--- config.mk ---
export PLATFORM = sky130hd
export DESIGN_NAME = alu_issue_stage
export DESIGN_NICKNAME = d
export VERILOG_FILES = /design/src/rtl/alu_issue_stage.sv
export SDC_FILE = /design/constraint.sdc
export NUM_CORES = 1
export LEC_CHECK = 0
export BUFFER_PORTS_ARGS = -buffer_cell sky130_fd_sc_hd__buf_4
export CAP_MARGIN = 10
export CORE_MARGIN = 4
export CORE_UTILIZATION = 51
export DETAILED_ROUTE_END_ITERATION = 16
export GPL_TIMING_DRIVEN = 0
export PLACE_DENSITY = 0.89
export SLEW_MARGIN = 10
export SYNTH_ARGS = -nofsm -noshare
export SYNTH_HDL_FRONTEND = slang
export SYNTH_SLANG_ARGS = --single-unit
--- constraint.sdc ---
create_clock -name clk -period 4.95 [get_ports clk]
set_input_delay 0.7425 -clock clk [delete_from_list [all_inputs] [get_ports clk]]
set_output_delay 0.7425 -clock clk [all_outputs]
set_load 0.005 [all_outputs]
--- src/rtl/alu_issue_stage.sv ---
`default_nettype none
// ============================================================================
// Module   : alu_issue_stage
// Purpose  : ID/EX stage that decodes MIPS instructions into ALU controls and
//            operands, registered behind a valid/ready handshake with flush.
// Revision : 1.0 - initial release
// ============================================================================
module alu_issue_stage #(
    parameter int         DATA_W       = 32,
    parameter logic [4:0] ILLEGAL_CTRL = 5'b11111
) (
    input  logic              clk,
    input  logic              reset,
    input  logic              id_valid,
    output logic              id_ready,
    input  logic [31:0]       id_instr,
    input  logic [DATA_W-1:0] id_rs_data,
    input  logic [DATA_W-1:0] id_rt_data,
    input  logic              flush,
    input  logic              ex_ready,
    output logic              ex_valid,
    output logic [4:0]        ex_alu_ctrl,
    output logic              ex_sign,
    output logic [DATA_W-1:0] ex_in1,
    output logic [DATA_W-1:0] ex_in2,
    output logic [DATA_W-1:0] ex_rt_data,
    output logic              ex_wr_en,
    output logic [4:0]        ex_wr_reg,
    output logic              ex_ovf_chk,
    output logic              ex_illegal
);
    localparam logic [4:0] c_ALU_AND = 5'b00000;
    localparam logic [4:0] c_ALU_OR  = 5'b00001;
    localparam logic [4:0] c_ALU_ADD = 5'b00010;
    localparam logic [4:0] c_ALU_SUB = 5'b00110;
    localparam logic [4:0] c_ALU_SLT = 5'b00111;
    localparam logic [4:0] c_ALU_NOR = 5'b01100;
    localparam logic [4:0] c_ALU_XOR = 5'b01101;
    localparam logic [4:0] c_ALU_SLL = 5'b10000;
    localparam logic [4:0] c_ALU_SRL = 5'b10001;
    localparam logic [4:0] c_ALU_SRA = 5'b10010;

    logic [5:0]        w_op;
    logic [5:0]        w_fn;
    logic [DATA_W-1:0] w_simm;
    logic [DATA_W-1:0] w_zimm;
    logic [DATA_W-1:0] w_shamt_in1;
    logic [DATA_W-1:0] w_shvar_in1;
    logic [DATA_W-1:0] w_lui_in1;
    logic              w_unused_rs_field;

    assign w_op        = id_instr[31:26];
    assign w_fn        = id_instr[5:0];
    assign w_simm      = {{(DATA_W-16){id_instr[15]}}, id_instr[15:0]};
    assign w_zimm      = {{(DATA_W-16){1'b0}}, id_instr[15:0]};
    // The ALU takes its shift amount from In1[10:6].
    assign w_shamt_in1 = {{(DATA_W-11){1'b0}}, id_instr[10:6], 6'b0};
    assign w_shvar_in1 = {{(DATA_W-11){1'b0}}, id_rs_data[4:0], 6'b0};
    assign w_lui_in1   = {{(DATA_W-11){1'b0}}, 5'd16, 6'b0};
    assign w_unused_rs_field = ^id_instr[25:21];

    logic [4:0]        w_ctrl;
    logic              w_sign;
    logic              w_ovf;
    logic              w_illegal;
    logic [DATA_W-1:0] w_in1;
    logic [DATA_W-1:0] w_in2;
    logic              w_writes;
    logic [4:0]        w_dest;
    logic              w_wr_en;
    logic [4:0]        w_wr_reg;

    always_comb begin
        w_ctrl    = ILLEGAL_CTRL;
        w_sign    = 1'b0;
        w_ovf     = 1'b0;
        w_illegal = 1'b0;
        w_in1     = id_rs_data;
        w_in2     = id_rt_data;
        w_writes  = 1'b0;
        w_dest    = 5'd0;
        case (w_op)
            6'h00: begin
                w_writes = 1'b1;
                w_dest   = id_instr[15:11];
                case (w_fn)
                    6'h20: begin w_ctrl = c_ALU_ADD; w_sign = 1'b1; w_ovf = 1'b1; end
                    6'h21: w_ctrl = c_ALU_ADD;
                    6'h22: begin w_ctrl = c_ALU_SUB; w_ovf = 1'b1; end
                    6'h23: w_ctrl = c_ALU_SUB;
                    6'h24: w_ctrl = c_ALU_AND;
                    6'h25: w_ctrl = c_ALU_OR;
                    6'h26: w_ctrl = c_ALU_XOR;
                    6'h27: w_ctrl = c_ALU_NOR;
                    6'h2A: begin w_ctrl = c_ALU_SLT; w_sign = 1'b1; end
                    6'h2B: w_ctrl = c_ALU_SLT;
                    6'h00: begin w_ctrl = c_ALU_SLL; w_in1 = w_shamt_in1; end
                    6'h02: begin w_ctrl = c_ALU_SRL; w_in1 = w_shamt_in1; end
                    6'h03: begin w_ctrl = c_ALU_SRA; w_in1 = w_shamt_in1; end
                    6'h04: begin w_ctrl = c_ALU_SLL; w_in1 = w_shvar_in1; end
                    6'h06: begin w_ctrl = c_ALU_SRL; w_in1 = w_shvar_in1; end
                    6'h07: begin w_ctrl = c_ALU_SRA; w_in1 = w_shvar_in1; end
                    default: w_illegal = 1'b1;
                endcase
            end
            6'h08: begin w_ctrl = c_ALU_ADD; w_in2 = w_simm; w_ovf = 1'b1; end
            6'h09: begin w_ctrl = c_ALU_ADD; w_in2 = w_simm; end
            6'h0A: begin w_ctrl = c_ALU_SLT; w_in2 = w_simm; w_sign = 1'b1; end
            6'h0B: begin w_ctrl = c_ALU_SLT; w_in2 = w_simm; end
            6'h0C: begin w_ctrl = c_ALU_AND; w_in2 = w_zimm; end
            6'h0D: begin w_ctrl = c_ALU_OR;  w_in2 = w_zimm; end
            6'h0E: begin w_ctrl = c_ALU_XOR; w_in2 = w_zimm; end
            6'h0F: begin w_ctrl = c_ALU_SLL; w_in1 = w_lui_in1; w_in2 = w_zimm; end
            6'h23: begin w_ctrl = c_ALU_ADD; w_in2 = w_simm; end
            6'h2B: w_ctrl = c_ALU_ADD;
            6'h04, 6'h05: w_ctrl = c_ALU_SUB;
            default: w_illegal = 1'b1;
        endcase
        // I-type writers target rt; sw keeps the immediate but never writes.
        if (w_op inside {6'h08, 6'h09, 6'h0A, 6'h0B, 6'h0C, 6'h0D, 6'h0E, 6'h0F, 6'h23}) begin
            w_writes = 1'b1;
            w_dest   = id_instr[20:16];
        end
        if (w_op == 6'h2B)
            w_in2 = w_simm;
        if (w_illegal) begin
            w_ctrl   = ILLEGAL_CTRL;
            w_sign   = 1'b0;
            w_ovf    = 1'b0;
            w_in1    = '0;
            w_in2    = '0;
            w_writes = 1'b0;
            w_dest   = 5'd0;
        end
    end

    assign w_wr_en  = w_writes & (w_dest != 5'd0);
    assign w_wr_reg = w_wr_en ? w_dest : 5'd0;

    logic w_load;
    assign id_ready = ~ex_valid | ex_ready;
    assign w_load   = id_valid & id_ready & ~flush;

    always_ff @(posedge clk or negedge reset) begin
        if (!reset) begin
            ex_valid    <= 1'b0;
            ex_alu_ctrl <= 5'd0;
            ex_sign     <= 1'b0;
            ex_in1      <= '0;
            ex_in2      <= '0;
            ex_rt_data  <= '0;
            ex_wr_en    <= 1'b0;
            ex_wr_reg   <= 5'd0;
            ex_ovf_chk  <= 1'b0;
            ex_illegal  <= 1'b0;
        end else if (flush) begin
            ex_valid <= 1'b0;
        end else if (w_load) begin
            ex_valid    <= 1'b1;
            ex_alu_ctrl <= w_ctrl;
            ex_sign     <= w_sign;
            ex_in1      <= w_in1;
            ex_in2      <= w_in2;
            ex_rt_data  <= id_rt_data;
            ex_wr_en    <= w_wr_en;
            ex_wr_reg   <= w_wr_reg;
            ex_ovf_chk  <= w_ovf;
            ex_illegal  <= w_illegal;
        end else if (ex_ready) begin
            ex_valid <= 1'b0;
        end
    end
endmodule
`default_nettype wire

==> flow_summary.json, run 1 <==
{
  "status": "finished clean",
  "postSynthAreaPerCell_um2": 10.02,
  "cts_tree": "yes",
  "antenna_found_initial": 0,
  "synthXorXnorAreaFrac": 0.005419,
  "grt_overflow": 0,
  "cp_slowest_cell": "clkbuf_1",
  "synth_top_area_cell": "dfrtp_1",
  "required_ns": 5.24,
  "dieArea_um2": 11130,
  "cts_sinks": 111,
  "antennaDiodeCount": 0,
  "fin_crit_sh": 0.5392,
  "cp-end-kind": "register",
  "hpwl_um": 11660,
  "yosysWarnings": 0,
  "ctsResizeCount": 0,
  "grt_pass1_vias": 4726,
  "fin_skew_ns": 0.01567,
  "met2_usage": 0.4722,
  "final_nets": 797,
  "wl_um": 15260,
  "antenna_left": 0,
  "num_vias": 4552,
  "use_met3": 0.05450,
  "fmax_mhz": 374.7,
  "grt_busiest_layer": "met2",
  "timing.setup.tns_ns": 0,
  "wl_per_cell_um": 18.38,
  "syn_area_um2": 4848,
  "tightest_slew_ns": 1.015,
  "via_per_inst": 5.484,
  "grt_pass1_wl_um": 24220,
  "synth_edf_count": 0,
  "hp-class": "in -> async",
  "largestRegisters": "ex_in1: 32 flops, ex_in2: 32 flops, ex_rt_data: 32 flops",
  "rsz0062_at_grt": "no",
  "post_synth_mux_area_share": 0.04542,
  "synth_cell_types": 52,
  "synth_area_leaders": "dfrtp_1 (57%), nand2_1 (11%), a22o_1 (6.9%), mux2i_1 (4.5%), o21ai_0 (3.8%)",
  "hold_violations": 0,
  "routabilityCongestion": 0.9129,
  "cp_data_arrival_time_ns": 2.96,
  "seq_area_frac_synth": 0.5729,
  "grt_util_all_layers": 0.2728,
  "synth_top_family_by_area": "simple AND/OR/NAND/NOR gates",
  "fin_crit_ns": 2.669,
  "drive_above_1_share": 0.3452,
  "synth_ff_type": "dfrtp_1",
  "synth-compound-area-share": 0.1551,
  "ys_seq_elements": 111,
  "critPathMaxStageDelay_ns": 0.45,
  "final_cell_mix": "buf_4 (204), nand2_1 (138), dfrtp_1 (111)",
  "rows": 35,
  "area_growth_pct": 38.74,
  "synthSimpleGateAreaFrac": 0.1848,
  "numCtsBuffers": 9,
  "io_pins": 213,
  "cp_max_fo": 10,
  "cts_buffer_depth": 2,
  "start_util": 0.5247,
  "use_met1": 0.3375,
  "cap_violations": 0,
  "path_cells": "buf_4 > buf_2 > and2b_1 > o31ai_1 > nand3_1 > a211oi_2 > clkbuf_1 > a22o_1",
  "drtIter0Drc": 295,
  "synthArstFlopShare": 1.000,
  "cp-start-kind": "input pin",
  "synthCells": 484,
  "htree_levels": 3,
  "setup_viol": 0,
  "numPortBuffers": 201,
  "ctsHoldBuffers": 0,
  "crit_type": "in -> reg",
  "slew_headroom": 0.3230,
  "layout_setup_ws_ns": 2.281,
  "drc": 0,
  "synth_top_area_share": 0.5729,
  "root_buffer": "clkbuf_8",
  "slew_viol_final": 0,
  "post-place-ws_ns": 2.013,
  "ir_drop_uv": 201.2,
  "die_height_um": 105.5,
  "core_area_um2": 9240,
  "p_leak_nw": 3.456,
  "postCtsSetupBuffers": 0,
  "drt-pass1-iter-count": 4,
  "synthesis.nets": 585,
  "insertion_delay_ns": 0.36,
  "power_density_nw_per_um2": 298.3,
  "cts.clk_slew.worst_paths_ns": 0.11,
  "synth-adder-area-share": 0,
  "grt_start_max_net_pins": 112,
  "fp.dieW_um": 105.5,
  "final_common_cell": "buf_4"
}
==> metal layers <==
layer / up-vias / wire, µm
met5: - / 0
met2: 203 / 7645
li1: 2084 / -
met4: 0 / 491
met1: 2233 / 6060
met3: 32 / 1060
==> kinds of logic (layout without fill, tap and decap cells) <==
family,count (synthesis),count (layout)
compound gates,105,105
xor+xnor,3,3
buf+inv,37,254
flops,111,111
mux,22,22
simple gates,206,206
==> critical path: cells and delay by family <==
family | cells | cell delay [ns]
buffers and inverters | 3 | 0.73
AO/OA/AOI/OAI | 3 | 0.99
AND/OR/NAND/NOR | 2 | 0.48
==> area by class of cell <==
class	instances	area, µm²
Buffer	33	161.4
Clock buffer	9	123.9
Clock inverter	7	80.08
Fill cell	697	2514
Inverter	4	15.01
Multi-Input combinational cell	336	1894
Sequential cell	111	2778
Tap cell	129	161.4
Timing Repair Buffer	201	1513
==> power by group <==
part	internal, W	leakage, nW	switching [W]
logic	0.000212	1.90	0.000190
registers	0.000990	1.45	0.0000495
clock network	0.000241	0.102	0.000325
==> final timing paths <==
path / start / to / slack (ns) / cells after the start
setup / recovery: id_instr[27] / ex_in1[26]$_DFFE_PN0P_ / 2.28 / 8
hold / removal: reset / ex_in1[18]$_DFFE_PN0P_ / 0.47 / 1
setup reg to reg: ex_valid$_DFFE_PN0P_ / ex_in1[26]$_DFFE_PN0P_ / 2.74 / 6
hold reg to reg: ex_rt_data[29]$_DFFE_PN0P_ / ex_rt_data[29]$_DFFE_PN0P_ / 0.49 / 2
max in group asynchronous: reset / ex_alu_ctrl[3]$_DFFE_PN0P_ / 3.75 / 1
min in group clk: ex_rt_data[29]$_DFFE_PN0P_ / ex_rt_data[29]$_DFFE_PN0P_ / 0.49 / 2
==> synthesized netlist by cell type (3+ instances only) <==
master / n
xor2_1: 3
nor2_1: 34
mux2i_1: 22
nor3_1: 4
a22o_1: 38
nand2b_1: 6
dfrtp_1: 111
nand2_1: 138
a221o_2: 3
clkbuf_1: 20
nand3_1: 5
a21oi_1: 8
buf_4: 4
buf_2: 5
o21ai_0: 37
inv_1: 4
==> through the flow <==
stage,cell area [µm²],hold slack [ns],util,total power [W],cells
after global placement,6519,0.4604,0.7055,0.001441,814
after global routing,6726,0.5091,0.7280,0.002099,830
final,6726,0.4699,0.7280,0.002007,830
after detailed placement,6523,0.4668,0.7059,0.001460,814
after floorplan,4848,0.4469,-,0.001192,484
after CTS,6726,0.4940,0.7280,0.002015,830
Note: power is estimated with default switching activity, not from simulation.
==> inputs of run 2 (changes only) <==
--- a/config.mk
+++ b/config.mk
@@ -8,10 +8,10 @@
 export BUFFER_PORTS_ARGS = -buffer_cell sky130_fd_sc_hd__buf_4
 export CAP_MARGIN = 10
 export CORE_MARGIN = 4
-export CORE_UTILIZATION = 51
+export CORE_UTILIZATION = 47
 export DETAILED_ROUTE_END_ITERATION = 16
 export GPL_TIMING_DRIVEN = 0
-export PLACE_DENSITY = 0.89
+export PLACE_DENSITY = 0.83
 export SLEW_MARGIN = 10
 export SYNTH_ARGS = -nofsm -noshare
 export SYNTH_HDL_FRONTEND = slang
==> constraint.sdc (replaced) <==
create_clock -name clk -period 2.6 [get_ports clk]
set_input_delay 0.39 -clock clk [delete_from_list [all_inputs] [get_ports clk]]
set_output_delay 0.39 -clock clk [all_outputs]
set_load 0.005 [all_outputs]
==> run 2 against run 1 <==
  * Worst setup slack worse by 2.1 ns
  * Hold slack worse by 0.32 ns
  * Total power up 85%
  * Flip-flop and latch count unchanged
  * Largest power group unchanged
  * First-iteration DRC count up 14%
  * Sequential share of layout area up 0.12 points
==> flow_summary.json, run 2 (synthesis results as in run 1) <==
{
  "hpwl_um": 11510,
  "numCtsBuffers": 9,
  "final_cell_mix": "buf_4 (204), nand2_1 (138), dfrtp_1 (111)",
  "grt_pass1_wl_um": 22710,
  "rsz0062_at_grt": "no",
  "hp-class": "in -> async",
  "grt_util_all_layers": 0.2437,
  "die_height_um": 109.6,
  "drive_above_1_share": 0.3443,
  "cts.clk_slew.worst_paths_ns": 0.11,
  "grt_start_max_net_pins": 112,
  "setup_viol": 0,
  "io_pins": 213,
  "antenna_found_initial": 0,
  "cts_buffer_depth": 2,
  "grt_pass1_vias": 4480,
  "final_common_cell": "buf_4",
  "numPortBuffers": 201,
  "cp_max_fo": 10,
  "crit_type": "in -> reg",
  "path_cells": "buf_4 > buf_2 > and2b_1 > o31ai_1 > nand3_1 > a211oi_2 > clkbuf_1 > a22o_1",
  "htree_levels": 3,
  "final_nets": 797,
  "required_ns": 2.90,
  "cts_sinks": 111,
  "grt_overflow": 0,
  "antennaDiodeCount": 0,
  "cap_violations": 0,
  "dieArea_um2": 12000,
  "post-place-ws_ns": -0.05318,
  "p_leak_nw": 3.449,
  "fp.dieW_um": 109.6,
  "power_density_nw_per_um2": 553.9,
  "cp_data_arrival_time_ns": 2.68,
  "rows": 36,
  "fin_crit_ns": 2.378,
  "drtIter0Drc": 337,
  "fin_area_um2": 6708,
  "antenna_left": 0,
  "fin_crit_sh": 0.9145,
  "core_area_um2": 9910,
  "ctsResizeCount": 0,
  "critPathMaxStageDelay_ns": 0.49,
  "drc": 0,
  "num_vias": 4436,
  "cp_slowest_cell": "a211oi_2",
  "start_util": 0.4893,
  "wl_per_cell_um": 17.95,
  "ir_drop_uv": 268.4,
  "place_area_um2": 6528,
  "cp-start-kind": "input pin",
  "fmax_mhz": 420.6,
  "fin_util": 0.6769,
  "layout_setup_ws_ns": 0.2224,
  "tightest_slew_ns": 0.9821,
  "cp-end-kind": "register",
  "wl_um": 14950,
  "slew_headroom": 0.3452,
  "status": "finished clean",
  "postCtsSetupBuffers": 0,
  "insertion_delay_ns": 0.37,
  "via_per_inst": 5.325,
  "area_growth_pct": 38.35,
  "drt-pass1-iter-count": 5,
  "hold_violations": 0,
  "largestRegisters": "ex_in1: 32 flops, ex_in2: 32 flops, ex_rt_data: 32 flops",
  "root_buffer": "clkbuf_8",
  "slew_viol_final": 0,
  "ctsHoldBuffers": 0,
  "cts_tree": "yes",
  "routabilityCongestion": 0.9388,
  "fin_skew_ns": 0.01560
}
==> run 2: cell types whose count changed in the layout (fill, tap and decap cells not counted), sizes merged <==
| cell | before | now |
|---|---|---|
| clkbuf | 30 | 31 |
| inv | 6 | 5 |
| bufinv | 1 | 0 |
| clkinv | 3 | 4 |
| clkinvlp | 1 | 0 |
==> run 2: metal layers <==
layer / GRT usage / vias to the layer above / part of all wire
met5: 0 / - / 0
met4: 0.07391 / 0 / 0.016
met3: 0.03758 / 19 / 0.075
met2: 0.4141 / 178 / 0.50
met1: 0.3227 / 2151 / 0.41
li1: - / 2088 / -
==> run 2: layout make-up <==
cell class / count / area (µm²)
Multi-Input combinational cell: 336 / 1894
Clock buffer: 10 / 137.6
Timing Repair Buffer: 201 / 1513
Buffer: 33 / 161.4
Fill cell: 830 / 3202
Tap cell: 133 / 166.4
Clock inverter: 5 / 42.54
Sequential cell: 111 / 2778
Inverter: 4 / 15.01
==> run 2: worst paths after layout <==
check                                     startpoint                         to  slack (ns)  depth (start not counted)
max reg2reg                     ex_valid$_DFFE_PN0P_     ex_in1[26]$_DFFE_PN0P_        0.34                          6
min                                            reset     ex_in1[20]$_DFFE_PN0P_        0.15                          1
min reg2reg                ex_rt_data[2]$_DFFE_PN0P_  ex_rt_data[2]$_DFFE_PN0P_        0.49                          2
max                                     id_instr[27]     ex_in1[26]$_DFFE_PN0P_        0.22                          8
max in group asynchronous                      reset  ex_rt_data[3]$_DFFE_PN0P_        1.80                          1
min in group clk                               flush       ex_valid$_DFFE_PN0P_        0.18                          2
==> run 2: stage by stage <==
stage                     std cells  setup TNS, ns  total power (W)  hold WS, ns
after floorplan                 484              0         0.002269      0.09441
after global placement          818              0         0.002745       0.4603
after detailed placement        818        -0.2844         0.002777       0.4652
after CTS                       833              0         0.003740       0.1599
after global routing            833              0         0.003894       0.1744
final                           833              0         0.003716       0.1499
==> run 2: critical path, delay by kind of cell <==
kind | cells | cell delay, ns
compound gates | 3 | 1.06
buf+inv | 3 | 0.71
simple gates | 2 | 0.49
==> run 2: where the power goes <==
group,switching (W),internal [W]
logic,0.000355,0.000403
registers,0.0000949,0.00188
clock network,0.000598,0.000381
total,0.00105,0.00267
